$ cat config.mk
export PLATFORM = sky130hd
export DESIGN_NAME = hsid_sq_df
export DESIGN_NICKNAME = d
export VERILOG_FILES = /design/src/rtl/hsid_sq_df.sv
export SDC_FILE = /design/constraint.sdc
export NUM_CORES = 1
export LEC_CHECK = 0
export CORE_ASPECT_RATIO = 1.1
export CORE_MARGIN = 2
export CORE_UTILIZATION = 40
export DETAILED_ROUTE_END_ITERATION = 7
export PLACE_DENSITY = 0.58
export SYNTH_ARGS = -nofsm -noshare
export SYNTH_HDL_FRONTEND = slang
export SYNTH_SLANG_ARGS = --single-unit
$ cat constraint.sdc
create_clock -name clk -period 6.95 [get_ports clk]
set_clock_uncertainty 0.1 [all_clocks]
set_input_delay 0.695 -clock clk [delete_from_list [all_inputs] [get_ports clk]]
set_output_delay 0.695 -clock clk [all_outputs]
set_load 0.03 [all_outputs]
$ cat src/rtl/hsid_sq_df.sv
// Two-stage pipelined squared-difference unit: data_out = (v1 - v2)^2, unsigned.
// Stage 1 registers |v1 - v2|; stage 2 registers its square.

`ifndef HSID_DATA_WIDTH
`define HSID_DATA_WIDTH 16
`endif

module hsid_sq_df #(
  parameter int unsigned DATA_WIDTH = `HSID_DATA_WIDTH
) (
  input  logic                    clk,
  input  logic                    rst_n,
  input  logic [DATA_WIDTH-1:0]   data_in_v1,
  input  logic [DATA_WIDTH-1:0]   data_in_v2,
  output logic [2*DATA_WIDTH-1:0] data_out
);

  logic [DATA_WIDTH-1:0]   diff_d, diff_q;
  logic [2*DATA_WIDTH-1:0] diff_ext;
  logic [2*DATA_WIDTH-1:0] sq_d, sq_q;

  // max - min keeps the difference exact in DATA_WIDTH bits without a sign bit
  always_comb begin
    diff_d = '0;
    if (data_in_v1 >= data_in_v2) begin
      diff_d = data_in_v1 - data_in_v2;
    end else begin
      diff_d = data_in_v2 - data_in_v1;
    end
  end

  always_comb begin
    diff_ext = {{DATA_WIDTH{1'b0}}, diff_q};
    sq_d     = diff_ext * diff_ext;
  end

  // rst_n keeps its legacy name but is active-high
  always_ff @(posedge clk or posedge rst_n) begin
    if (rst_n) begin
      diff_q <= '0;
      sq_q   <= '0;
    end else begin
      diff_q <= diff_d;
      sq_q   <= sq_d;
    end
  end

  assign data_out = sq_q;

endmodule

After elaboration in Yosys (flattened, before gate mapping). Cells that the tools add are included.

Register bits: 48. Bits in latches: 0. Memory bits (writable): 0. Memory bits (read-only): 0. Output and inout port bits: 32. Logic and storage cells: 7. Memories: 0.

Add/sub/neg operators: 2. Multiply operators: 1. Div/mod/pow operators: 0. Magnitude comparators: 1. Equal/unequal tests: 0. Shifts and indexed selects: 0. Multiplexer cells: 1. Bitwise operators: 0. Reduce and logical (&&, ||, !) cells: 0.

Operator list (number): multiplier 16 x 16 -> 32 bit (1); subtractor 16 bit (2); greater-or-equal comparator 16 bit (1); two-way mux 16 bit (1).

Logic depth before layout (Yosys ltp). Gate-level depths: netlist of the first run.

Word-level depth: 2. Depth in mapped cells: 24. Gate-level depth less buffers: 23.

Least setup slack after synthesis of the first run. No wires, ideal clock.

Kind: reg2reg. From: register diff_q[14]. To: register sq_q[30], in the netlist data_out[30]. Setup time: 0.128 ns. Arrival time: 5.735 ns. Data required time: 6.722 ns. Slack: 0.987 ns. Stages on the path, launching flop included: 23. Buffers on the path: 3. Clock period less this slack: 5.963 ns. Cells stage by stage: dfrtp_1 -> clkbuf_1 -> clkbuf_1 -> nand2_1 -> fa_1 -> fa_1 -> inv_1 -> fa_1 -> fa_1 -> fa_1 -> inv_1 -> fa_1 -> inv_1 -> ha_1 -> clkbuf_1 -> o21a_1 -> o21a_1 -> o21a_1 -> o21a_1 -> and3_1 -> a21oi_1 -> o21bai_1 -> xor2_1.

Cells in the longest elaborated chain, start to end: 1.

RTL lines: start: declaration (RTL line 18) `logic [DATA_WIDTH-1:0] diff_d, diff_q;`; start signal: assignment (RTL line 43) `diff_q <= diff_d;`; multiplier 16 x 16 -> 32 bit (RTL line 34) `sq_d = diff_ext * diff_ext;`; via sq_d[30] (RTL line 20) `logic [2*DATA_WIDTH-1:0] sq_d, sq_q;`; end signal: assignment (RTL line 44) `sq_q <= sq_d;`; end: declaration (RTL line 20).

The timed path passes the listed nets, and every way through them passes these cells.

Worst setup path in the final report of the first run.
From: register diff_q[5]. To: register sq_q[30], in the netlist data_out[30].

The elaborated chain is that of the path after synthesis.

==> impl_metrics.toml, run 1 <==
[route]
viasPerCell = 4.95
drc = 0
drt_iter0_drc = 284
first_pass_iters = 6
finalWirelength_mm = 21.7
avgRoutedWirePerCell_um = 15.0
dr_total_vias = 7187
antenna_left = 0

[place]
portBuffers = 64
hpwl_mm = 18.6
globalplace.congestion = 0.855

[worst_setup_path]
path_cells = "and2_1 -> inv_1 -> fa_1 -> inv_1 -> fa_1 -> inv_1 -> fa_1 -> inv_1 -> fa_1 -> fa_1 -> inv_1 -> fa_1 -> inv_1 -> ha_1 -> and3_1 -> and3_1 -> nand3_1 -> nand4_1 -> a21oi_1 -> o21bai_1 -> xor2_1"
crit_type = "flip-flop to flip-flop"
crit_slowest_cell = "dfrtp_1"
crit_family = "adder cells"
max_stage_delay_ns = 0.75
cp-end-kind = "flip-flop"
worst_ep_arrival_time_ns = 6.47
path_buf_inv = 6
crit_cells = 21
worstRegToRegCells = 21
cp.required_ns = 7.03
critPathMaxFanout = 17
start_kind = "flip-flop"

[clocking]
cts_buffers = 5
cts_max_path_buffers = 2
hold_buffers = 0
path_clk_slew_ns = 0.08
cts_setup_buffers = 0
clk_latency_ns = 0.31
clock-sinks = 47
cts_tree = "built"
clock-root-buffer = "clkbuf_16"
cts_resized = 0
htreeDepth = 2

[floorplanning]
die_h_um = 170
die_w_um = 155
start_util_pct = 40.8
ios = 66
coreArea_sq_um = 24600
die-area_sq_um = 26400
rows = 60

[grt]
overflow = 0
grt_pass1_wl_mm = 35.8
grtUsageTotal_pct = 17.1
antenna_found_initial = 0
grt_max_degree = 48
first_global_vias = 7377

[synthesis]
syn_area_per_cell_sq_um = 9.14
synth_cell_types = 61
yosys-top-cells-count = "296 x inv_1, 164 x fa_1, 131 x ha_1"
yosysMostFrequentCell = "inv_1"
synth_area_leader_cell = "fa_1"
yosys_register_bits = 47
synthTopCellsByArea = "fa_1 33%, ha_1 16%, dfrtp_1 12%, inv_1 11%, nand2_1 3.3%"
syn-num-nets = 1429
ys_seq_area_share_pct = 11.7
ys_async_sr_fraction_pct = 100
synth_edf_count = 0
synth_ff_type = "dfrtp_1"
syn_area_sq_um = 10100
synth_top_area_share_pct = 32.6
yosysWarnings = 0
syn-instance-count = 1100

[timing]
rsz0062_at_grt = "false"
fmax_ghz = 0.157
post-route-period-util_pct = 91.8
finalMaxSlewViolations = 0
tightest_slew_ns = 1.02
setup-violations-final = 0
hold_viol = 0
period_needed_ns = 6.38
relSlewSlack_pct = 31.8
fin_tns_setup_ns = 0

[hold_path]
hold-path-cell-count = 0
hp-class = "flip-flop to flip-flop"

[finish]
fin_nets = 1469
fillers = 2443
antenna_cells = 0
multi_input_area_sq_um = 7590
drive_gt1_share_pct = 3.42
syn2layout_area_growth_pct = 10.3
regArea_sq_um = 1180

[flow_run]
drv_cap = 0

[outcome]
outcome = "completed"
## state kept, by name (all words and copies together), names as in the netlist
register,flops
diff_q,16
data_out,31
## path summary, 6_finish.rpt
path | from | endpoint | slack, ns
min in group asynchronous | rst_n | data_out[0] | 0.85
max in group asynchronous | rst_n | diff_q[11] | 5.26
min | diff_q[0] | data_out[0] | 0.46
min reg2reg | diff_q[0] | data_out[0] | 0.46
max reg2reg | diff_q[5] | data_out[30] | 0.57
max | diff_q[5] | data_out[30] | 0.57
## layer usage
| layer | wire length [um] | global-route usage [%] |
|---|---|---|
| met5 | 0 | 0 |
| met4 | 323 | 3.67 |
| met3 | 859 | 1.71 |
| met2 | 12000 | 33.0 |
| met1 | 8550 | 20.5 |
## logic make-up after synthesis
family	after synthesis	share of synthesized area (%)
other	1	0.0373
DFF	47	11.7
adders and majority gates	295	48.9
AOI/OAI and AO/OA	151	10.4
muxes	13	1.36
xor gates and xnor gates	50	4.35
buffers and inverters	331	12.8
and+or+nand+nor	212	10.5
## cell usage in the layout (no fill, tap or decap), types with 4 or more instances in the layout
master,n
o21bai_1,10
buf_4,4
xor2_1,13
nor2b_1,8
and3_1,7
mux2i_1,8
fa_1,164
mux2_2,5
nand2b_1,4
nor3_1,6
o21ai_0,20
nand4_1,10
clkdlybuf4s50_1,64
a211oi_1,4
o21a_1,13
a31oi_1,5
nand2_1,88
nor2_1,25
ha_1,131
inv_1,295
a21oi_2,4
clkbuf_16,5
and2_1,43
nand3_1,5
a21o_1,21
xnor2_1,37
nand3b_1,5
a21oi_1,44
dfrtp_1,47
## per-stage QoR
step	cells	cell area, sq um	util, %	hold WS, ns	worst slack, ns
2_1_floorplan	1100	10100	-	0.359	0.987
3_3_place_gp	1443	10900	44.4	0.466	0.693
3_5_place_dp	1443	10900	44.4	0.453	0.605
4_1_cts	1451	11100	45.0	0.464	0.585
5_1_grt	1451	11100	45.0	0.461	0.275
6_report	1451	11100	45.0	0.457	0.568
## layout make-up
| class | count | area share [%] |
|---|---|---|
| Multi-Input combinational cell | 722 | 68.5 |
| Sequential cell | 47 | 10.6 |
| Inverter | 296 | 10.0 |
| Timing Repair Buffer | 68 | 6.05 |
| Tap cell | 310 | 3.50 |
| Clock buffer | 5 | 1.13 |
| Clock inverter | 3 | 0.203 |
## worst reg2reg max path, delay by kind of cell, from the launching register on
kind	cells	cell delay [ns]
compound gates	2	0.58
simple gates	5	1.04
fa+ha+maj	7	3.32
xor+xnor	1	0.16
flops	1	0.75
buf+inv	6	0.33
Power of run 1 is left out: the tool's default activity adds up to more than one toggle a clock period on the data nets, which glitch-free logic cannot reach.
==> run 2, diff against run 1 <==
==> constraint.sdc (replaced) <==
create_clock -name clk -period 7.25 [get_ports clk]
set_clock_uncertainty 0.1 [all_clocks]
set_input_delay 0.725 -clock clk [delete_from_list [all_inputs] [get_ports clk]]
set_output_delay 0.725 -clock clk [all_outputs]
set_load 0.03 [all_outputs]
==> run 2 against run 1 <==
  * First-iteration DRC count down 33%
  * Critical path type unchanged
  * Clock-buffer cell count unchanged
  * Critical path depth up 1
==> impl_metrics.toml, run 2 (same netlist as run 1, synthesis figures left out) <==
[route]
dr_total_vias = 7193
first_pass_iters = 4
avgRoutedWirePerCell_um = 14.9
antenna_left = 0
drt_iter0_drc = 191
viasPerCell = 4.96
finalWirelength_mm = 21.7
drc = 0

[place]
portBuffers = 64
hpwl_mm = 18.6
globalplace.congestion = 0.852

[worst_setup_path]
critPathMaxFanout = 20
cp.required_ns = 7.39
cp-end-kind = "flip-flop"
worst_ep_arrival_time_ns = 6.47
crit_type = "flip-flop to flip-flop"
start_kind = "flip-flop"

[clocking]
hold_buffers = 0
htreeDepth = 2
path_clk_slew_ns = 0.08
clk_latency_ns = 0.31
cts_tree = "built"
clock-root-buffer = "clkbuf_16"
cts_setup_buffers = 0
cts_resized = 0
cts_buffers = 5
cts_max_path_buffers = 2
clock-sinks = 47

[grt]
first_global_vias = 7600
grt_pass1_wl_mm = 36.0
grt_max_degree = 48
overflow = 0
antenna_found_initial = 0
grtUsageTotal_pct = 17.2

[timing]
post-route-period-util_pct = 87.3
period_needed_ns = 6.33
relSlewSlack_pct = 32.3
rsz0062_at_grt = "false"
fin_tns_setup_ns = 0
fmax_ghz = 0.158
setup-violations-final = 0
hold_viol = 0
finalMaxSlewViolations = 0
tightest_slew_ns = 1.01

[finish]
mostFrequentLayoutCell = "inv_1"
fillers = 2448
syn2layout_area_growth_pct = 10.1
antenna_cells = 0
largest_register_ffs = 31
drive_gt1_share_pct = 3.25
fin_nets = 1467
layout_common_cells = "295 x inv_1, 164 x fa_1, 131 x ha_1"

[floorplanning]
die_h_um = 170
die-area_sq_um = 26400
coreArea_sq_um = 24600
ios = 66
rows = 60
start_util_pct = 40.8
die_w_um = 155

[outcome]
outcome = "completed"

[hold_path]
hp-class = "flip-flop to flip-flop"

[flow_run]
drv_cap = 0
run 2: cell count changes in the layout (fill, tap and decap cells not counted), sizes merged:
cell and delta:
buf -2
run 2: worst max-delay path, cell delays in order, from the launching register on:
cell and delay, ns:
dfrtp_1 0.64, and2_1 0.33, fa_1 0.48, inv_1 0.05, fa_1 0.52, inv_1 0.05
fa_1 0.50, inv_1 0.06, fa_1 0.53, inv_1 0.06, fa_1 0.47, inv_1 0.05
fa_1 0.48, inv_1 0.04, ha_1 0.32, o21a_1 0.15, and2_1 0.18, a21oi_1 0.07
o21a_1 0.23, nor4b_1 0.50, nor2_1 0.09, o21ai_0 0.21, xnor2_1 0.13
run 2: metrics by stage:
| step | hold WS [ns] | worst slack, ns | std cells | cell area, sq um | util [%] |
|---|---|---|---|---|---|
| after floorplan | 0.359 | 1.29 | 1100 | 10100 | - |
| after global placement | 0.706 | 0.928 | 1441 | 10900 | 44.4 |
| after detailed placement | 0.710 | 0.872 | 1441 | 10900 | 44.4 |
| after CTS | 0.719 | 0.864 | 1449 | 11100 | 45.0 |
| after global routing | 0.783 | 0.548 | 1449 | 11100 | 45.0 |
| final | 0.728 | 0.920 | 1449 | 11100 | 45.0 |
run 2: area by class of cell:
type	count	area, sq um	area share, %
clock buffer	5	125	1.13
clock inverter	3	22.5	0.203
inverter	296	1110	10.0
multi-input combinational	722	7590	68.6
sequential	47	1180	10.6
tap	310	388	3.50
timing repair buffer	66	656	5.92
run 2: final timing paths:
check / startpoint / to / cells after the start / slack (ns)
min in group asynchronous: rst_n / data_out[0] / 2 / 0.88
worst min register to register: diff_q[0] / data_out[0] / 0 / 0.73
max in group asynchronous: rst_n / diff_q[7] / 2 / 5.53
worst max-delay path: diff_q[1] / data_out[31] / 22 / 0.92
worst max register to register: diff_q[1] / data_out[31] / 22 / 0.92
worst min-delay path: diff_q[0] / data_out[0] / 0 / 0.73
run 2: metal layers:
| layer | GRT usage, % | share of wire (%) | vias up | routed length (um) |
|---|---|---|---|---|
| met5 | 0 | 0 | - | 0 |
| met3 | 1.86 | 3.3 | 38 | 714 |
| met4 | 5.38 | 2.8 | 0 | 605 |
| met2 | 33.0 | 55 | 120 | 11900 |
| met1 | 19.9 | 39 | 3592 | 8400 |
| li1 | - | - | 3443 | - |
Power of run 2 is left out for the same reason.
==> run 3, diff against run 2 <==
--- a/config.mk
+++ b/config.mk
@@ -8,7 +8,9 @@
 export CORE_ASPECT_RATIO = 1.1
 export CORE_MARGIN = 2
 export CORE_UTILIZATION = 40
+export CTS_CLUSTER_DIAMETER = 40
 export DETAILED_ROUTE_END_ITERATION = 7
+export GPL_ROUTABILITY_DRIVEN = 1
 export PLACE_DENSITY = 0.58
 export SYNTH_ARGS = -nofsm -noshare
 export SYNTH_HDL_FRONTEND = slang
==> results of run 3 <==
Final layout, timing and power as in run 2 (identical DEF).
Power of run 3 is left out for the same reason.
==> RTL change (flow settings as in run 2) <==
Register the inputs `data_in_v1` and `data_in_v2` before use. The logic sees them one clock later.
--- a/src/rtl/hsid_sq_df.sv
+++ b/src/rtl/hsid_sq_df.sv
@@ -17,2 +17,10 @@
 
+  logic [DATA_WIDTH-1:0] data_in_v1_q;
+  logic [DATA_WIDTH-1:0] data_in_v2_q;
+
+  always_ff @(posedge clk) begin
+    data_in_v1_q <= data_in_v1;
+    data_in_v2_q <= data_in_v2;
+  end
+
   logic [DATA_WIDTH-1:0]   diff_d, diff_q;
@@ -24,6 +32,6 @@
     diff_d = '0;
-    if (data_in_v1 >= data_in_v2) begin
-      diff_d = data_in_v1 - data_in_v2;
+    if (data_in_v1_q >= data_in_v2_q) begin
+      diff_d = data_in_v1_q - data_in_v2_q;
     end else begin
-      diff_d = data_in_v2 - data_in_v1;
+      diff_d = data_in_v2_q - data_in_v1_q;
     end
Behaviour: not the same (a bounded check fails within 4 cycles, from zero or initial values and one cycle with rst_n high).
==> RTL change against run 2 <==
Routed wire length up 8.9%. Area after synthesis up 7.4%. Cell count up 8.7%. Sequential cell count up 32. Worst setup slack worse by 200 ps. Final area up 8.2%.
Power is not shown: default switching activity piles up to over one toggle a cycle in this logic, so the estimate is an artifact.
==> RTL change: results (changes against run 2) <==
Seq/Total Area, Yosys 16.8% (+5.1 points); post-DP HPWL 19400 µm (+4.3%); asr flop ratio synth 59.5% (-41 points); met1 Track Usage GR 21.1% (+1.2 points); Hold Crit Start data_in_v2_q[0]; R2R Setup Slk 720 ps (-200 ps); clock buffers 10 (+5); worst r2r src diff_q[3]; FF-to-FF path depth 20 (-9.1%); Clock Latency Late Sink 350 ps (+40 ps); clock network area share 2.47% (+1.1 points); Multi-Input Combinational 759 (+5.1%); first-pass GRT wire length 39800 µm (+11%); Non-clock buffer share 5.47% (-0.45 points); Reg clk slew, reported paths 60 ps (-20 ps); WHS Path Cells 2 (+2); Seq/total area 15.2% (+4.5 points); hold path endpoint diff_q[0]; Signal inverters 298 (+0.68%); Slew @ Worst Pin 1030 ps (+14.1 ps); layout cells sized above 1 2.79% (-0.46 points); Commonest cells post-synth inv_1, fa_1, ha_1; CTS Buf Count 9 (+4); GRT met3 Usage 2.02% (+0.16 points); post-DR vias/cell 4.86 (-2.0%); vias in the first global route 8133 (+7.0%); GR Util All Layers 17.8% (+0.61 points); mux cell area share after synthesis 0.962% (-0.39 points); post-synthesis compound-gate area fraction 8.94% (-1.4 points); Crit Path Max Fanout 15 (-25%); Largest stage delay, worst path 770 ps (+130 ps); Crit path arrival time 6650 ps (+180 ps); area of the multi-input gates 0.00765 mm² (+0.71%); run status complete, no violations; distinct cell type count after synthesis 62 (+1.6%); GPL Wtd Cong 0.862 (+1.1%); WL/cell 15.0 µm (+0.23%); FILL cells 2625 (+7.2%); drt pass-1 iters 5 (+1)
## RTL change: through the flow
stage	area, µm²	hold slack (ps)	instances	utilization (%)
final	12000	467	1575	44.8
after detailed placement	11700	455	1559	43.7
after floorplan	10800	359	1177	-
after CTS	12000	471	1575	44.8
after global routing	12000	503	1575	44.8
after global placement	11700	462	1559	43.7
## RTL change: worst max path at each step
stage               start           end  slack (ps)
3_3_place_gp    diff_q[3]  data_out[27]         820
5_1_grt         diff_q[3]  data_out[27]         290
4_1_cts         diff_q[3]  data_out[27]         710
3_5_place_dp    diff_q[3]  data_out[27]         760
2_1_floorplan  diff_q[14]  data_out[27]        1400
6_report        diff_q[3]  data_out[27]         720
## RTL change: worst min-delay path: stages, from the launching register on
cell and delay [ps]:
dfxtp_1 330, ha_1 150, inv_1 40
## RTL change: per-layer routing
layer	wire, µm	part of all wire (%)
met5	0	0
met4	671	2.8
met3	635	2.7
met2	12600	53
met1	9730	41
